[src/rtl/msrv32_wb_stage_unit_if.sv]
// Write-back stage bundle: retiring instruction in, register-file write port
// and data-memory response, grouped for the upstream and downstream sides.
interface msrv32_wb_stage_unit_if;
    logic        instr_valid_in;
    logic        wb_ready_out;
    logic        rf_wr_en_in;
    logic [4:0]  rd_addr_in;
    logic [2:0]  wb_mux_sel_in;
    logic [31:0] alu_result_in;
    logic [31:0] imm_in;
    logic [31:0] pc_in;
    logic [31:0] csr_data_in;
    logic [1:0]  load_size_in;
    logic        load_unsigned_in;
    logic [1:0]  load_addr_lsb_in;
    logic [31:0] dmem_rdata_in;
    logic        dmem_rvalid_in;
    logic [31:0] rd_out;
    logic [4:0]  rd_addr_out;
    logic        wr_en_out;
    logic        load_err_out;

    modport slave (
        input  instr_valid_in, rf_wr_en_in, rd_addr_in,
        input  wb_mux_sel_in, alu_result_in, imm_in,
        input  pc_in, csr_data_in, load_size_in,
        input  load_unsigned_in, load_addr_lsb_in,
        input  dmem_rdata_in, dmem_rvalid_in,
        output wb_ready_out, rd_out, rd_addr_out,
        output wr_en_out, load_err_out
    );

    modport master (
        output instr_valid_in, rf_wr_en_in, rd_addr_in,
        output wb_mux_sel_in, alu_result_in, imm_in,
        output pc_in, csr_data_in, load_size_in,
        output load_unsigned_in, load_addr_lsb_in,
        output dmem_rdata_in, dmem_rvalid_in,
        input  wb_ready_out, rd_out, rd_addr_out,
        input  wr_en_out, load_err_out
    );
endinterface

[src/rtl/msrv32_wb_stage_unit.sv]
// MS-RISCV32 write-back stage: selects the write-back source, waits for
// load data, aligns/extends it and drives the register-file write port.
module msrv32_wb_stage_unit #(
    parameter int LOAD_TIMEOUT = 15
) (
    input logic                         ms_riscv32_mp_clk_in,
    input logic                         ms_riscv32_mp_rst_in,
    msrv32_wb_stage_unit_if.slave       wb
);
    typedef enum logic {IDLE, WAIT_LOAD} state_t;

    localparam logic [2:0] SEL_ALU  = 3'b000;
    localparam logic [2:0] SEL_LOAD = 3'b001;
    localparam logic [2:0] SEL_IMM  = 3'b010;
    localparam logic [2:0] SEL_PC4  = 3'b011;
    localparam logic [2:0] SEL_CSR  = 3'b100;
    localparam logic [7:0] LAST_CNT = 8'(LOAD_TIMEOUT - 1);

    state_t      state_q;
    logic [7:0]  cnt_q;
    logic [4:0]  ld_rd_q;
    logic [1:0]  ld_size_q;
    logic        ld_uns_q;
    logic [1:0]  ld_off_q;
    logic        ld_wq_q;
    logic [31:0] rd_q;
    logic [4:0]  rd_addr_q;
    logic        wr_en_q;
    logic        err_q;

    logic [31:0] val_d;
    logic        sel_ok_d;
    logic        wq_d;
    logic        ld_bad_d;
    logic [31:0] ld_d;
    logic [31:0] shifted;

    always_comb begin
        val_d    = 32'd0;
        sel_ok_d = 1'b1;
        case (wb.wb_mux_sel_in)
            SEL_ALU: val_d = wb.alu_result_in;
            SEL_IMM: val_d = wb.imm_in;
            SEL_PC4: val_d = wb.pc_in + 32'd4;
            SEL_CSR: val_d = wb.csr_data_in;
            default: sel_ok_d = 1'b0;
        endcase
    end

    assign wq_d = wb.rf_wr_en_in && (wb.rd_addr_in != 5'd0);

    assign ld_bad_d = (wb.load_size_in == 2'b11)
        || (wb.load_size_in == 2'b01 && wb.load_addr_lsb_in[0])
        || (wb.load_size_in == 2'b10 && wb.load_addr_lsb_in != 2'b00);

    // Offset was already validated, so shifting covers byte and half lanes.
    assign shifted = wb.dmem_rdata_in >> {ld_off_q, 3'b000};

    always_comb begin
        ld_d = wb.dmem_rdata_in;
        case (ld_size_q)
            2'b00:   ld_d = {{24{~ld_uns_q & shifted[7]}}, shifted[7:0]};
            2'b01:   ld_d = {{16{~ld_uns_q & shifted[15]}}, shifted[15:0]};
            default: ld_d = wb.dmem_rdata_in;
        endcase
    end

    always_ff @(posedge ms_riscv32_mp_clk_in or posedge ms_riscv32_mp_rst_in) begin
        if (ms_riscv32_mp_rst_in) begin
            state_q   <= IDLE;
            cnt_q     <= 8'd0;
            ld_rd_q   <= 5'd0;
            ld_size_q <= 2'b00;
            ld_uns_q  <= 1'b0;
            ld_off_q  <= 2'b00;
            ld_wq_q   <= 1'b0;
            rd_q      <= 32'd0;
            rd_addr_q <= 5'd0;
            wr_en_q   <= 1'b0;
            err_q     <= 1'b0;
        end else begin
            wr_en_q <= 1'b0;
            err_q   <= 1'b0;
            unique case (state_q)
                IDLE: begin
                    if (wb.instr_valid_in) begin
                        if (wb.wb_mux_sel_in == SEL_LOAD) begin
                            ld_rd_q   <= wb.rd_addr_in;
                            ld_size_q <= wb.load_size_in;
                            ld_uns_q  <= wb.load_unsigned_in;
                            ld_off_q  <= wb.load_addr_lsb_in;
                            ld_wq_q   <= wq_d;
                            if (ld_bad_d) begin
                                err_q <= 1'b1;
                            end else begin
                                state_q <= WAIT_LOAD;
                                cnt_q   <= 8'd0;
                            end
                        end else begin
                            rd_q      <= val_d;
                            rd_addr_q <= wb.rd_addr_in;
                            wr_en_q   <= wq_d && sel_ok_d;
                        end
                    end
                end
                WAIT_LOAD: begin
                    if (wb.dmem_rvalid_in) begin
                        rd_q      <= ld_d;
                        rd_addr_q <= ld_rd_q;
                        wr_en_q   <= ld_wq_q;
                        state_q   <= IDLE;
                    end else if (cnt_q == LAST_CNT) begin
                        err_q   <= 1'b1;
                        state_q <= IDLE;
                    end else begin
                        cnt_q <= cnt_q + 8'd1;
                    end
                end
            endcase
        end
    end

    assign wb.wb_ready_out = (state_q == IDLE);
    assign wb.rd_out       = rd_q;
    assign wb.rd_addr_out  = rd_addr_q;
    assign wb.wr_en_out    = wr_en_q;
    assign wb.load_err_out = err_q;
endmodule

[src/flat_wrapper.sv]
// flat-port wrapper written by rule: the top's interface ports become plain ports
module msrv32_wb_stage_unit_flat 
#(
    parameter int LOAD_TIMEOUT = 15
)
  (ms_riscv32_mp_clk_in, ms_riscv32_mp_rst_in, wb_instr_valid_in, wb_rf_wr_en_in, wb_rd_addr_in, wb_wb_mux_sel_in, wb_alu_result_in, wb_imm_in, wb_pc_in, wb_csr_data_in, wb_load_size_in, wb_load_unsigned_in, wb_load_addr_lsb_in, wb_dmem_rdata_in, wb_dmem_rvalid_in, wb_wb_ready_out, wb_rd_out, wb_rd_addr_out, wb_wr_en_out, wb_load_err_out);
  msrv32_wb_stage_unit_if wb_i ();
  input logic ms_riscv32_mp_clk_in;
  input logic ms_riscv32_mp_rst_in;
  input wire logic [$bits(wb_i.instr_valid_in)-1:0] wb_instr_valid_in;
  input wire logic [$bits(wb_i.rf_wr_en_in)-1:0] wb_rf_wr_en_in;
  input wire logic [$bits(wb_i.rd_addr_in)-1:0] wb_rd_addr_in;
  input wire logic [$bits(wb_i.wb_mux_sel_in)-1:0] wb_wb_mux_sel_in;
  input wire logic [$bits(wb_i.alu_result_in)-1:0] wb_alu_result_in;
  input wire logic [$bits(wb_i.imm_in)-1:0] wb_imm_in;
  input wire logic [$bits(wb_i.pc_in)-1:0] wb_pc_in;
  input wire logic [$bits(wb_i.csr_data_in)-1:0] wb_csr_data_in;
  input wire logic [$bits(wb_i.load_size_in)-1:0] wb_load_size_in;
  input wire logic [$bits(wb_i.load_unsigned_in)-1:0] wb_load_unsigned_in;
  input wire logic [$bits(wb_i.load_addr_lsb_in)-1:0] wb_load_addr_lsb_in;
  input wire logic [$bits(wb_i.dmem_rdata_in)-1:0] wb_dmem_rdata_in;
  input wire logic [$bits(wb_i.dmem_rvalid_in)-1:0] wb_dmem_rvalid_in;
  output wire logic [$bits(wb_i.wb_ready_out)-1:0] wb_wb_ready_out;
  output wire logic [$bits(wb_i.rd_out)-1:0] wb_rd_out;
  output wire logic [$bits(wb_i.rd_addr_out)-1:0] wb_rd_addr_out;
  output wire logic [$bits(wb_i.wr_en_out)-1:0] wb_wr_en_out;
  output wire logic [$bits(wb_i.load_err_out)-1:0] wb_load_err_out;
  assign wb_i.instr_valid_in = wb_instr_valid_in;
  assign wb_i.rf_wr_en_in = wb_rf_wr_en_in;
  assign wb_i.rd_addr_in = wb_rd_addr_in;
  assign wb_i.wb_mux_sel_in = wb_wb_mux_sel_in;
  assign wb_i.alu_result_in = wb_alu_result_in;
  assign wb_i.imm_in = wb_imm_in;
  assign wb_i.pc_in = wb_pc_in;
  assign wb_i.csr_data_in = wb_csr_data_in;
  assign wb_i.load_size_in = wb_load_size_in;
  assign wb_i.load_unsigned_in = wb_load_unsigned_in;
  assign wb_i.load_addr_lsb_in = wb_load_addr_lsb_in;
  assign wb_i.dmem_rdata_in = wb_dmem_rdata_in;
  assign wb_i.dmem_rvalid_in = wb_dmem_rvalid_in;
  assign wb_wb_ready_out = wb_i.wb_ready_out;
  assign wb_rd_out = wb_i.rd_out;
  assign wb_rd_addr_out = wb_i.rd_addr_out;
  assign wb_wr_en_out = wb_i.wr_en_out;
  assign wb_load_err_out = wb_i.load_err_out;
  msrv32_wb_stage_unit #(.LOAD_TIMEOUT(LOAD_TIMEOUT)) u_core (.ms_riscv32_mp_clk_in(ms_riscv32_mp_clk_in), .ms_riscv32_mp_rst_in(ms_riscv32_mp_rst_in), .wb(wb_i));
endmodule
[config.mk]
export PLATFORM = sky130hd
export DESIGN_NAME = msrv32_wb_stage_unit_flat
export DESIGN_NICKNAME = d
export VERILOG_FILES = /design/src/rtl/msrv32_wb_stage_unit_if.sv /design/src/rtl/msrv32_wb_stage_unit.sv /design/src/flat_wrapper.sv
export SDC_FILE = /design/constraint.sdc
export NUM_CORES = 1
export LEC_CHECK = 0
export BUFFER_PORTS_ARGS = -buffer_cell sky130_fd_sc_hd__buf_4
export CAP_MARGIN = 10
export CORE_ASPECT_RATIO = 1.75
export CORE_MARGIN = 4
export CORE_UTILIZATION = 40
export CTS_BUF_LIST = sky130_fd_sc_hd__clkbuf_4 sky130_fd_sc_hd__clkbuf_8
export DETAILED_ROUTE_END_ITERATION = 7
export GPL_ROUTABILITY_DRIVEN = 0
export PLACE_DENSITY = 0.7
export RECOVER_POWER = 100
export SKIP_CTS_REPAIR_TIMING = 1
export SLEW_MARGIN = 25
export SYNTH_ARGS = -nofsm -noshare
export SYNTH_HDL_FRONTEND = slang
export SYNTH_SLANG_ARGS = --single-unit
export TNS_END_PERCENT = 10
[constraint.sdc]
create_clock -name ms_riscv32_mp_clk_in -period 2.2 [get_ports ms_riscv32_mp_clk_in]
set_input_delay 0.22 -clock ms_riscv32_mp_clk_in [delete_from_list [all_inputs] [get_ports ms_riscv32_mp_clk_in]]
set_output_delay 0.22 -clock ms_riscv32_mp_clk_in [all_outputs]
set_load 0.01 [all_outputs]
* After elaboration in Yosys (flattened, before gate mapping)
Index checks and enable logic that the tools add are counted.
** Storage, ports and cells
- Bits in read-only memories :: 0
- Bits in writable memories :: 0
- Register bits after elaboration :: 59
- Output and inout port bits :: 40
- Latch bits :: 0
- Logic and storage cells :: 81
- Memories kept :: 0
- Input bits :: 178
** Operators by class
- Add/sub/neg operators :: 2
- $mul :: 0
- Muxes and demuxes :: 33
- Div/mod/pow operators :: 0
- Reduce and logical (&&, ||, !) cells :: 14
- Eq/ne operators :: 16
- Order comparisons :: 0
- Bitwise operators :: 4
- Shift-type cells :: 1
** Operator list (count)
- $pmux 32 s2 :: 2
- $pmux 32 s4 :: 1
- $mux 32 :: 3
- $mux 8 :: 5
- $add 32x3->32 const B :: 1
- $shr 32x5->16 :: 1
- $pmux 8 s2 :: 1
- $mux 5 :: 3
- $mux 1 :: 14
- $ne 2x2->1 const B :: 6
- $pmux 5 s2 :: 1
- $add 8x1->8 const B :: 1
- $eq 8x4->1 const B :: 1
- $eq 3x2->1 const B :: 2
- $pmux 1 s2 :: 3
- $reduce_and 3->1 :: 2
- $reduce_and 5->1 :: 1
- $reduce_bool 5->1 :: 1
- $eq 2x1->1 const B :: 2
- $eq 2x2->1 const B :: 2
- $logic_and 1x1->1 :: 4
- $reduce_or 4->1 :: 1
- $eq 3x1->1 const B :: 1
- $eq 3x3->1 const B :: 1
- other kinds (7) :: 10

* Depth between registers and ports, before layout
- Depth in word-level cells :: 8
- Depth in mapped cells :: 8
- Gate-level depth less buffers :: 7

* Worst setup path before layout
No wires, ideal clock.
- Kind :: input port to flip-flop
- Start point :: input port wb_pc_in[2]
- End point :: register u_core.rd_q[26], in the netlist u_core.wb.rd_out[26]
- Data arrival time :: 1869 ps
- Cell stages on the path :: 7
- Setup slack :: 207 ps
- Setup time :: 124 ps
- Data required time :: 2076 ps
- Path buffers :: 1
- Cell sequence :: ha_1 nand3_1 or4_1 clkbuf_1 nor3_1 xor2_1 a211o_1
** Between the ends
- Cells in the longest elaborated chain, start to end :: 5
** RTL lines
- from (decl) :: RTL line flat_wrapper.sv:16 : input wire logic [$bits(wb_i.pc_in)-1:0] wb_pc_in;
- $add 32x3->32 :: RTL line msrv32_wb_stage_unit.sv:44 : SEL_PC4: val_d = wb.pc_in + 32'd4;
- $pmux 32 s4 :: RTL line msrv32_wb_stage_unit.sv:41 : case (wb.wb_mux_sel_in)
- $mux 32 :: RTL line msrv32_wb_stage_unit.sv:87 : if (wb.wb_mux_sel_in == SEL_LOAD) begin
- $mux 32 :: RTL line msrv32_wb_stage_unit.sv:86 : if (wb.instr_valid_in) begin
- $pmux 32 s2 :: RTL line msrv32_wb_stage_unit.sv:84 : unique case (state_q)
- to (signal assigned) :: RTL line msrv32_wb_stage_unit.sv:100 : rd_q <= val_d;
- to (signal assigned) :: RTL line msrv32_wb_stage_unit.sv:108 : rd_q <= ld_d;
- to (decl) :: RTL line msrv32_wb_stage_unit.sv:26 : logic [31:0] rd_q;
Every way passes these cells. The select of a mux whose other input is x is not followed.
A chain may end at the register's enable or synchronous reset.

* Final worst setup path
- Start point :: register u_core.ld_off_q[1]
- End point :: register u_core.rd_q[17], in the netlist u_core.wb.rd_out[17]
** Between the ends
- Cells in the longest elaborated chain, start to end :: 5
- Elaborated cells between the ends (all ways) :: 6
- Classes of those cells :: shift (1); mux (3); bitwise (2)
** RTL lines
- from (decl) :: RTL line msrv32_wb_stage_unit.sv:24 : logic [1:0] ld_off_q;
- from (signal assigned) :: RTL line msrv32_wb_stage_unit.sv:91 : ld_off_q <= wb.load_addr_lsb_in;
- $shr 32x5->16 (*) :: RTL line msrv32_wb_stage_unit.sv:57 : assign shifted = wb.dmem_rdata_in >> {ld_off_q, 3'b000};
- $and 1x1->1 (on tied branches) :: RTL line msrv32_wb_stage_unit.sv:63, msrv32_wb_stage_unit.sv:62
- $pmux 32 s2 (*) :: RTL line msrv32_wb_stage_unit.sv:61 : case (ld_size_q)
- $mux 32 (*) :: RTL line msrv32_wb_stage_unit.sv:107 : if (wb.dmem_rvalid_in) begin
- $pmux 32 s2 (*) :: RTL line msrv32_wb_stage_unit.sv:84
Mark *: on every way between the ends. The rest lies on a longest branch, timed or not. The select of a mux whose other input is x is not followed.

==> qor.txt <==
Die area = 13600 um^2
Diode count = 0
# DRC = 0
Fin crit period = 1.98 ns
Syn Inst Count = 594
Max clock buf depth = 2
Clock Power Share = 0.254
Total GRT Usage = 0.275
Crit-path max FO = 13
IO buf count = 217
Cell-internal power = 0.00236 W
Share of cells above drive strength 1 = 0.300
Post-synth design cell area = 4710 um^2
Run status = finished, final reports clean
Number of max-cap violations = 0
Vias = 5591
Final setup margin = 0.217 ns
Pleak = 2.98 nW
Clk_lat worst skew = 0.35 ns
H-tree Lvls = 3
Final setup fails = 0
Hpwl dp = 15900 um
Critical setup path kind = flop to flop
First-pass GRT wire length = 29200 um
TritonRoute pass-1 iters = 6
Rows = 52
Core area = 11600 um^2
Mean Syn Cell Area = 7.93 um^2
TritonCTS clock tree = yes
Starting Density = 0.407
Post-synth EDFFs = 0
Initial antenna violation count = 0
Data arrival time of the worst path = 2.20 ns
Final-layout fill cell count = 1148
Hold Violations, Final = 0
Clock Skews = 0.0115 ns
Pins Over Slew Limit = 0
Yosys reg bits = 59
Hold Path Class = primary input to flop
Clk sink count = 59
RSZ-0062 raised after global routing = false
Share of the synthesized area in the top cell type = 0.313
CP Capture Type = flop
Yosys top cell by area = dfrtp_1
Combinational fraction of design power = 0.367
Worst-path clk slew = 0.06 ns
Startpoint Class = flop
Mapped Nets = 775
Fmax = 504 MHz
Register area share after synthesis = 0.313
Reg power frac = 0.379
Routed WL = 19600 um
Power Dens Cells = 560 nW/um^2
Cts bufs inserted = 9
Relative slew slack = 0.327
Number of global-route vias before repair = 5649
Vias per cell = 5.90
Yosys warns = 0
Sw power = 0.00131 W
Placement Setup Slack = 0.0592 ns
# nets final = 988
CTS root buf = clkbuf_8
Ys flop type = dfrtp_1
Period utilization = 0.901
Async S/R FF share, synth = 1.00
Height of the die = 152 um
Antenna Nets Post-Route = 0
Gr ovfl total = 0
I/O Pins = 218
Largest net degree at the start of global routing = 44
Fin util = 0.566
Worst-Margin Slew = 1.01 ns
Starting DRT DRC Count = 426
Sw frac = 0.356
DR WL/cell = 20.7 um
Worst IR Drop VDD = 0.000437 V
Synth cell types = 59
Top cells by area, synth = dfrtp_1 31%, mux2i_1 8.7%, nand2_1 7.5%, o21ai_0 5.1%, nor2_1 4.1%
Synthesis-to-layout area growth = 39.3%
Worst Path Required = 2.42 ns
Die Wd = 90.0 um
[path summary, 6_finish.rpt]
kind	from	cells after the start	to	slack [ns]
min in group asynchronous	ms_riscv32_mp_rst_in	3	u_core.wb.rd_out[20]	0.68
hold reg to reg	u_core.ld_rd_q[4]	2	u_core.ld_rd_q[4]	0.48
max in group asynchronous	ms_riscv32_mp_rst_in	4	u_core.ld_rd_q[2]	0.36
setup / recovery	u_core.ld_off_q[1]	8	u_core.wb.rd_out[17]	0.22
setup reg to reg	u_core.ld_off_q[1]	8	u_core.wb.rd_out[17]	0.22
hold / removal	wb_load_unsigned_in	3	u_core.ld_uns_q	0.08
[layer usage]
metal  GRT usage  part of all wire  wire length, um  vias to the layer above
met4       0.180             0.067             1300                        0
met5           0                 0                0                        -
met1       0.271              0.34             6730                     2647
met3      0.0578             0.054             1050                       87
li1            -                 -                -                     2621
met2       0.517              0.54            10500                      236
[cell type report]
type	count	area (um^2)	area share
sequential	59	1480	0.225
clock inverter	2	10.0	0.00153
multi-input combinational	483	3010	0.459
timing repair buffer	245	1690	0.257
inverter	9	33.8	0.00515
clock buffer	14	174	0.0265
tap	135	169	0.0257
[metrics by stage]
stage	power [W]	hold WS [ns]	instance area, um^2	cells	TNS, ns
4_1_cts	0.00377	-0.0373	6710	946	-0.00790
6_report	0.00367	0.0821	6560	947	0
3_5_place_dp	0.00284	0.334	6530	930	0
5_1_grt	0.00387	0.0767	6560	947	0
3_3_place_gp	0.00280	0.329	6530	930	0
2_1_floorplan	0.00209	0.325	4710	594	0
[worst max-delay path, stage by stage, from the launching register on]
cell and delay, ns:
dfrtp_1 0.40, clkbuf_1 0.27, nor2b_1 0.12, o21ai_0 0.33, o31ai_1 0.13, buf_4 0.20, a211oi_1 0.22, buf_4 0.15
a21oi_1 0.05
[cell families after synthesis]
logic type | count (synthesis) | synth area share
buffers and inverters | 52 | 0.0489
XOR/XNOR | 25 | 0.0465
flip-flops | 59 | 0.313
AND/OR/NAND/NOR | 233 | 0.236
multiplexers | 46 | 0.0991
AO/OA/AOI/OAI | 176 | 0.248
adder cells (fa/ha/maj) | 3 | 0.00797
[synthesized netlist by cell type, types with 10 or more instances]
cell type,number
clkbuf_1,26
o21ai_0,48
a21oi_1,36
o22ai_1,10
dfrtp_1,59
nand3_1,12
nand2_1,94
xnor2_1,12
nor2_1,51
mux2i_1,41
xor2_1,13
or2_2,11
[state kept, by name (all words and copies together) (netlist names), 2 cells and up]
register,cells
u_core.wb.rd_addr_out,5
u_core.ld_rd_q,5
u_core.ld_off_q,2
u_core.cnt_q,8
u_core.ld_size_q,2
u_core.wb.rd_out,32
[power by group through the flow]
stage          registers (W)  logic (W)  clock network (W)
2_1_floorplan        0.00142   0.000677                  0
3_3_place_gp         0.00140    0.00140                  0
3_5_place_dp         0.00141    0.00143                  0
4_1_cts              0.00139    0.00144           0.000942
5_1_grt              0.00140    0.00147            0.00100
6_report             0.00139    0.00135           0.000933
[placed cells by master (no fill, tap or decap), types with 5 or more instances in the layout]
master	synthesis	layout
buf_4	0	201
nor3_1	9	9
nand2_1	94	94
clkbuf_1	26	40
mux2i_1	41	41
a221oi_1	8	8
clkbuf_8	0	11
o22ai_1	10	10
inv_1	9	9
o221ai_1	8	8
nor2b_1	6	5
a31oi_1	7	7
clkbuf_4	0	5
nand4_1	9	9
a22oi_1	8	8
dfrtp_1	59	59
nor4_1	8	7
nand2b_1	5	5
a222oi_1	5	5
nor2_1	51	51
xor2_1	13	13
a2bb2oi_1	6	6
xnor2_1	12	12
a211oi_1	8	8
and3_1	5	5
a21oi_1	36	36
nand3_1	12	12
o21ai_0	48	49
or2_2	11	11
Note: power is estimated with default switching activity, not from simulation.
